## src/rtl/bcd_down_timer.sv

```systemverilog
// Loadable multi-digit BCD down-counter with done pulse and optional auto-reload.
// Latency: q updates on the edge sampling load/slowena; done is high the cycle after that edge.
// Backpressure: none; slowena is a free-running strobe, and load takes priority over it.
module bcd_down_timer #(
    parameter int DIGITS      = 2,
    parameter bit AUTO_RELOAD = 1'b0
) (
    input  logic                clk,
    input  logic                reset,
    input  logic                load,
    input  logic [4*DIGITS-1:0] din,
    input  logic                slowena,
    output logic [4*DIGITS-1:0] q,
    output logic                running,
    output logic                done
);

    localparam int W = 4 * DIGITS;

    typedef enum logic {
        IDLE = 1'b0,
        RUN  = 1'b1
    } state_t;

    state_t         state;
    logic [W-1:0]   reload_val;
    logic [W-1:0]   din_san;
    logic [W-1:0]   q_dec;
    logic           q_is_one;
    logic           din_zero;

    // Out-of-range digits clamp to 9 so the counter never holds a non-BCD digit.
    always_comb begin
        din_san = '0;
        for (int i = 0; i < DIGITS; i++) begin
            if (din[4*i +: 4] > 4'd9)
                din_san[4*i +: 4] = 4'd9;
            else
                din_san[4*i +: 4] = din[4*i +: 4];
        end
    end

    // Digit-serial borrow chain; each digit stays in 0..9 independently.
    always_comb begin
        logic borrow;
        q_dec  = q;
        borrow = 1'b1;
        for (int i = 0; i < DIGITS; i++) begin
            if (borrow) begin
                if (q[4*i +: 4] == 4'd0) begin
                    q_dec[4*i +: 4] = 4'd9;
                end else begin
                    q_dec[4*i +: 4] = q[4*i +: 4] - 4'd1;
                    borrow          = 1'b0;
                end
            end
        end
    end

    assign q_is_one = (q == W'(1));
    assign din_zero = (din_san == '0);
    assign running  = (state == RUN);

    always_ff @(posedge clk) begin
        if (reset) begin
            state      <= IDLE;
            q          <= '0;
            reload_val <= '0;
            done       <= 1'b0;
        end else begin
            done <= 1'b0;
            if (load) begin
                q          <= din_san;
                reload_val <= din_san;
                state      <= din_zero ? IDLE : RUN;
            end else if (state == RUN && slowena) begin
                if (q_is_one) begin
                    done <= 1'b1;
                    if (AUTO_RELOAD) begin
                        q <= reload_val;
                    end else begin
                        q     <= '0;
                        state <= IDLE;
                    end
                end else begin
                    q <= q_dec;
                end
            end
        end
    end

endmodule
```

## config.mk

```make
export PLATFORM = sky130hd
export DESIGN_NAME = bcd_down_timer
export DESIGN_NICKNAME = d
export VERILOG_FILES = /design/src/rtl/bcd_down_timer.sv
export SDC_FILE = /design/constraint.sdc
export NUM_CORES = 1
export LEC_CHECK = 0
export BUFFER_PORTS_ARGS = -buffer_cell sky130_fd_sc_hd__buf_2
export CAP_MARGIN = 20
export CORE_UTILIZATION = 40
export CTS_CLUSTER_SIZE = 20
export DETAILED_ROUTE_END_ITERATION = 16
export PLACE_DENSITY = 0.69
export SYNTH_ARGS = -nofsm -noshare
export SYNTH_HDL_FRONTEND = slang
export SYNTH_SLANG_ARGS = --single-unit
```

## constraint.sdc

```tcl
create_clock -name clk -period 2.2 [get_ports clk]
set_clock_uncertainty 0.2 [all_clocks]
set_input_delay 0.11 -clock clk [delete_from_list [all_inputs] [get_ports clk]]
set_output_delay 0.11 -clock clk [all_outputs]
set_load 0.005 [all_outputs]
```

# --- Word-level counts from Yosys, hierarchy flattened ---
# Index checks and enable logic that the tools add are counted.
# W data, S select, Z words.
totals:
  output_inout_bits: 10
  regBits: 10
  word_cells: 34
op_classes:
  n_addsub: 2
  eq_ne: 1
  n_reduce_logical: 10
  n_lt_le_gt_ge: 2
  bitwise_logic: 1
  muxes: 14
ops:
  columns: ["operator", "count"]
  rows:
  - ["$mux W8", 3]
  - ["$mux W4", 5]
  - ["$eq A8 B1 Y1 const B", 1]
  - ["$gt A4 B4 Y1 const B", 2]
  - ["$logic_not A4 Y1", 2]
  - ["$logic_not A8 Y1", 1]
  - ["$sub A4 B1 Y4 const B", 2]
  - ["$mux W1", 6]
  - ["$reduce_and A2 Y1", 2]
  - ["$reduce_bool A2 Y1", 2]
  - ["$reduce_bool A3 Y1", 1]
  - ["$reduce_or A3 Y1", 1]
  - ["$logic_and A1 B1 Y1", 1]
  - ["$not A1 Y1", 1]

# --- Logic depth before layout (Yosys ltp) ---
logic_depth:
  word_depth: 6
  mapped_depth: 6

# --- Least setup slack after synthesis ---
# OpenSTA, ideal clock, no wires.
synth_timing:
  kind: "reg2reg"
  start: "register q[4]"
  end: "register q[7]"
  path_buffers: 0
  required_time_ps: 1878
  stages_incl_launch_ff: 7
  setup_slack_ps: 82
  arrival_ps: 1796
  synth_period_minus_slack_ps: 2118
  path_cell_list: "dfxtp_1 -> inv_1 -> ha_1 -> or3b_4 -> a2111oi_4 -> nor2b_1 -> o311a_1"
synth_via:
  elab_chain_cells: 6
  word_cells_on_any_way: 10
  cone_classes: "1 x add/sub; 1 x eq/ne; 5 x mux; 3 x reduce/logical"
synth_lines:
  columns: ["item", "line_no", "source"]
  rows:
  - ["from (decl)", "13", "output logic [4*DIGITS-1:0] q,"]
  - ["from (signal assigned)", "73", "q <= din_san;"]
  - ["from (signal assigned)", "80", "q <= reload_val;"]
  - ["from (signal assigned)", "86", "q <= q_dec;"]
  - ["$sub A4 B1 Y4 or $logic_not A4 Y1 (tied branches)", "53, 50", null]
  - ["$mux W4", "50", "if (q[4*i +: 4] == 4'd0) begin"]
  - ["$mux W4", "49", "if (borrow) begin"]
  - ["$mux W8", "77", "if (q_is_one) begin"]
  - ["$mux W8", "76", "end else if (state == RUN && slowena) begin"]
  - ["$mux W8", "72", "if (load) begin"]
# Parallel ways exist; a longest one is shown, timed or not. The select of a mux whose other input is x is not followed.
# A chain may end at the register's enable or synchronous reset.

# --- Final worst setup path ---
layout_timing:
  start: "register q[5]"
  end: "register q[7]"
# Same word-level chain as after synthesis.

==> key figures <==
Run status
  – Run status: finished, final reports clean

Pwr
  – PD cells: 620.8 nW/um^2
  – Worst ir drop on vdd: 332.1 uV
  – Design Power: 0.5096 mW
  – Leak: 0.3592 nW

Synthesis
  – Fraction of registers with async set or reset after synthesis: 0
  – Unique cell type count in the Yosys netlist: 33
  – Syn Nets: 87
  – Syn avg cell area: 8.403 sq um
  – Mapped Area: 621.8 sq um
  – Yosys warning count: 0
  – Sequential cell area fraction in the yosys report: 0.3219
  – Prevailing post-synth register cell: dfxtp_1
  – Area leader, netlist: dfxtp_1
  – Number of synthesized flops with an enable pin: 0
  – Synth Instances: 74
  – Synth top area share: 0.3219
  – Seq cells post-synth: 10
  – Top post-synthesis cells by area: dfxtp_1 (32%), a21oi_1 (4.8%), inv_1 (4.8%), a2111oi_4 (4.4%), a311oi_1 (4.2%)

Floorplan
  – # IOs: 22
  – # rows: 13
  – Die width: 41.43 um
  – Die area: 1716 sq um
  – Core footprint: 1366 sq um
  – Initial core utilization: 0.4551
  – Die Y-Extent: 41.43 um

Detailed routing
  – Initial DRC count: 16
  – Vias: 660
  – Via/cell ratio: 5.641
  – ANT nets after route: 0
  – DR pass1 iterations: 4
  – Total wire length: 1546 um
  – DRC viols: 0
  – Wire per inst: 13.21 um

Critical path
  – CP Capture Type: register
  – WP data required: 2.15 ns
  – Setup Crit Path Kind: reg -> reg
  – Max stage delay cell, worst path: a2111oi_4
  – Top Family by Delay on Critical Path: compound AO/OA/AOI/OAI gates
  – CP max FO: 6
  – Crit-path cells: inv_2 > ha_2 > or3b_4 > a2111oi_4 > nor2b_1 > o311a_1
  – Largest stage delay on the critical path: 0.42 ns
  – Arrival time at the worst endpoint: 2.02 ns
  – CP Buf/Inv Count: 1
  – R2R Path End: q[7]$_SDFFE_PP0P_
  – Worst R2R Setup Slack: 0.13 ns
  – R2R cell count: 6
  – CP Launch Type: register
  – Reg-to-reg critical path startpoint: q[5]$_SDFFE_PP0P_

Placed design
  – Port bufs: 21
  – Final HPWL DP: 1208 um
  – RD Place Congestion: 0.8617
  – DP Worst Slack: 0.07333 ns

Global route
  – Largest net degree at the start of global routing: 14
  – First-pass GRT wire length: 2663 um
  – Number of global-route vias before repair: 580
  – GRT Overall Usage: 0.1987
  – Overflow left after global routing: 0
  – Initial antenna violation count: 0

Cells and area
  – Count of nets after finishing: 116
  – Commonest non-fill, non-tap cell in the layout: buf_2
  – Area delta synth->final: 31.99%
  – Final Util: 0.6007
  – Most frequent cells in the layout: buf_2 (21), dfxtp_1 (9), inv_1 (6), a21oi_1 (6)
  – Share of cells above drive strength 1: 0.3627
  – # diodes: 0

Clocking
  – Clk sinks: 10
  – CTS root buf: clkbuf_4
  – CTS Buf Count: 3
  – CTS tree: yes
  – Clock Pin Slew Worst Setup and Hold Paths: 0.08 ns
  – Worst-Skew Late Latency: 0.26 ns
  – Max clock buf depth: 2
  – Max H-tree Level: 1
  – Setup bufs post-CTS: 0

Timing
  – RSZ-0062 raised after global routing: false
  – Fin crit share: 0.9425
  – Final hold vios: 0
  – Setup_tns: 0 ns
  – Setup-failing EPs final: 0
  – Tmin final: 2.073 ns
  – Worst-Margin Slew: 0.4263 ns
  – Worst rel slew slack: 0.7132
  – Pins Over Slew Limit: 0
  – Fmax: 0.4823 GHz
  – Final WS setup: 0.1266 ns

Worst hold path
  – Hold Path Sink: running$_SDFFE_PP0P_
  – Worst hold stages: 3
  – Hold Crit Class: in -> reg
  – Hold_sp: din[1]

Flow run
  – Max Cap Viol: 0
tightest hold or removal path, delay by kind of cell:
| kind | cells | cell delay (ns) |
|---|---|---|
| buf+inv | 1 | 0.09 |
| simple gates | 1 | 0.04 |
| compound gates | 1 | 0.19 |
power by group:
group,internal [mW],total (mW),leakage (nW),switching [mW]
logic,0.0646,0.132,0.255,0.0672
registers,0.194,0.211,0.0831,0.0162
clock network,0.100,0.167,0.0210,0.0669
total,0.359,0.510,0.359,0.150
registers in the layout, summed over array words and instances (netlist names):
register  count
running       1
done          1
q             8
area by class of cell:
type                       instances  area, sq um
timing repair buffer              26        147.6
tap                               15        18.77
inverter                           9        33.78
sequential                        10        201.4
clock buffer                       4        36.28
fill                             140        545.5
multi-input combinational         53        382.9
metal layers:
layer | part of all wire | wire length [um] | track usage
met5 | 0 | 0 | 0
met1 | 0.49 | 750 | 0.3091
met3 | 0.070 | 108 | 0.02609
met2 | 0.43 | 668 | 0.2719
met4 | 0.012 | 19 | 0.07742
cell families (layout without fill, tap and decap cells):
family	after synthesis	in the layout	share of synthesized area
AND/OR/NAND/NOR	25	25	0.2515
flip-flops	10	10	0.3219
buffers and inverters	11	39	0.06640
adder cells (fa/ha/maj)	1	1	0.02012
XOR/XNOR	2	2	0.02817
AO/OA/AOI/OAI	25	25	0.3119
repair_timing:
action	CTS	global route
hold buffers	2	0
endpoints found under the hold margin	7	0
gates resized for setup	0	4
setup endpoints to repair	0	2
synthesized netlist by cell type (all sizes together), types with 2 or more instances:
master / number
o31ai: 2
nor2: 2
clkbuf: 2
inv: 9
a31oi: 2
a2111oi: 2
a311oi: 3
nor4: 3
nand2: 4
nor3: 4
dfxtp: 10
xnor2: 2
o311a: 2
a21oi: 6
o21ai: 4
or2: 2
nor3b: 3
stage by stage:
step	hold WS, ns	instances	area [sq um]
2_1_floorplan	0.08868	74	621.8
3_3_place_gp	0.1933	111	760.7
3_5_place_dp	0.1985	111	760.7
4_1_cts	0.001952	117	817.0
5_1_grt	0.01971	117	820.8
6_report	0.01394	117	820.8
worst max-delay path by stage:
stage / to / cells after the start / from / slack, ns
6_report: q[7]$_SDFFE_PP0P_ / 6 / q[5]$_SDFFE_PP0P_ / 0.13
5_1_grt: q[7]$_SDFFE_PP0P_ / 6 / q[5]$_SDFFE_PP0P_ / 0.02
2_1_floorplan: q[7]$_SDFFE_PP0P_ / 6 / q[4]$_SDFFE_PP0P_ / 0.08
3_3_place_gp: q[7]$_SDFFE_PP0P_ / 6 / q[5]$_SDFFE_PP0P_ / 0.13
3_5_place_dp: q[7]$_SDFFE_PP0P_ / 6 / q[5]$_SDFFE_PP0P_ / 0.07
4_1_cts: q[7]$_SDFFE_PP0P_ / 6 / q[5]$_SDFFE_PP0P_ / 0.06
No activity file was read; power rests on OpenSTA's default activity.
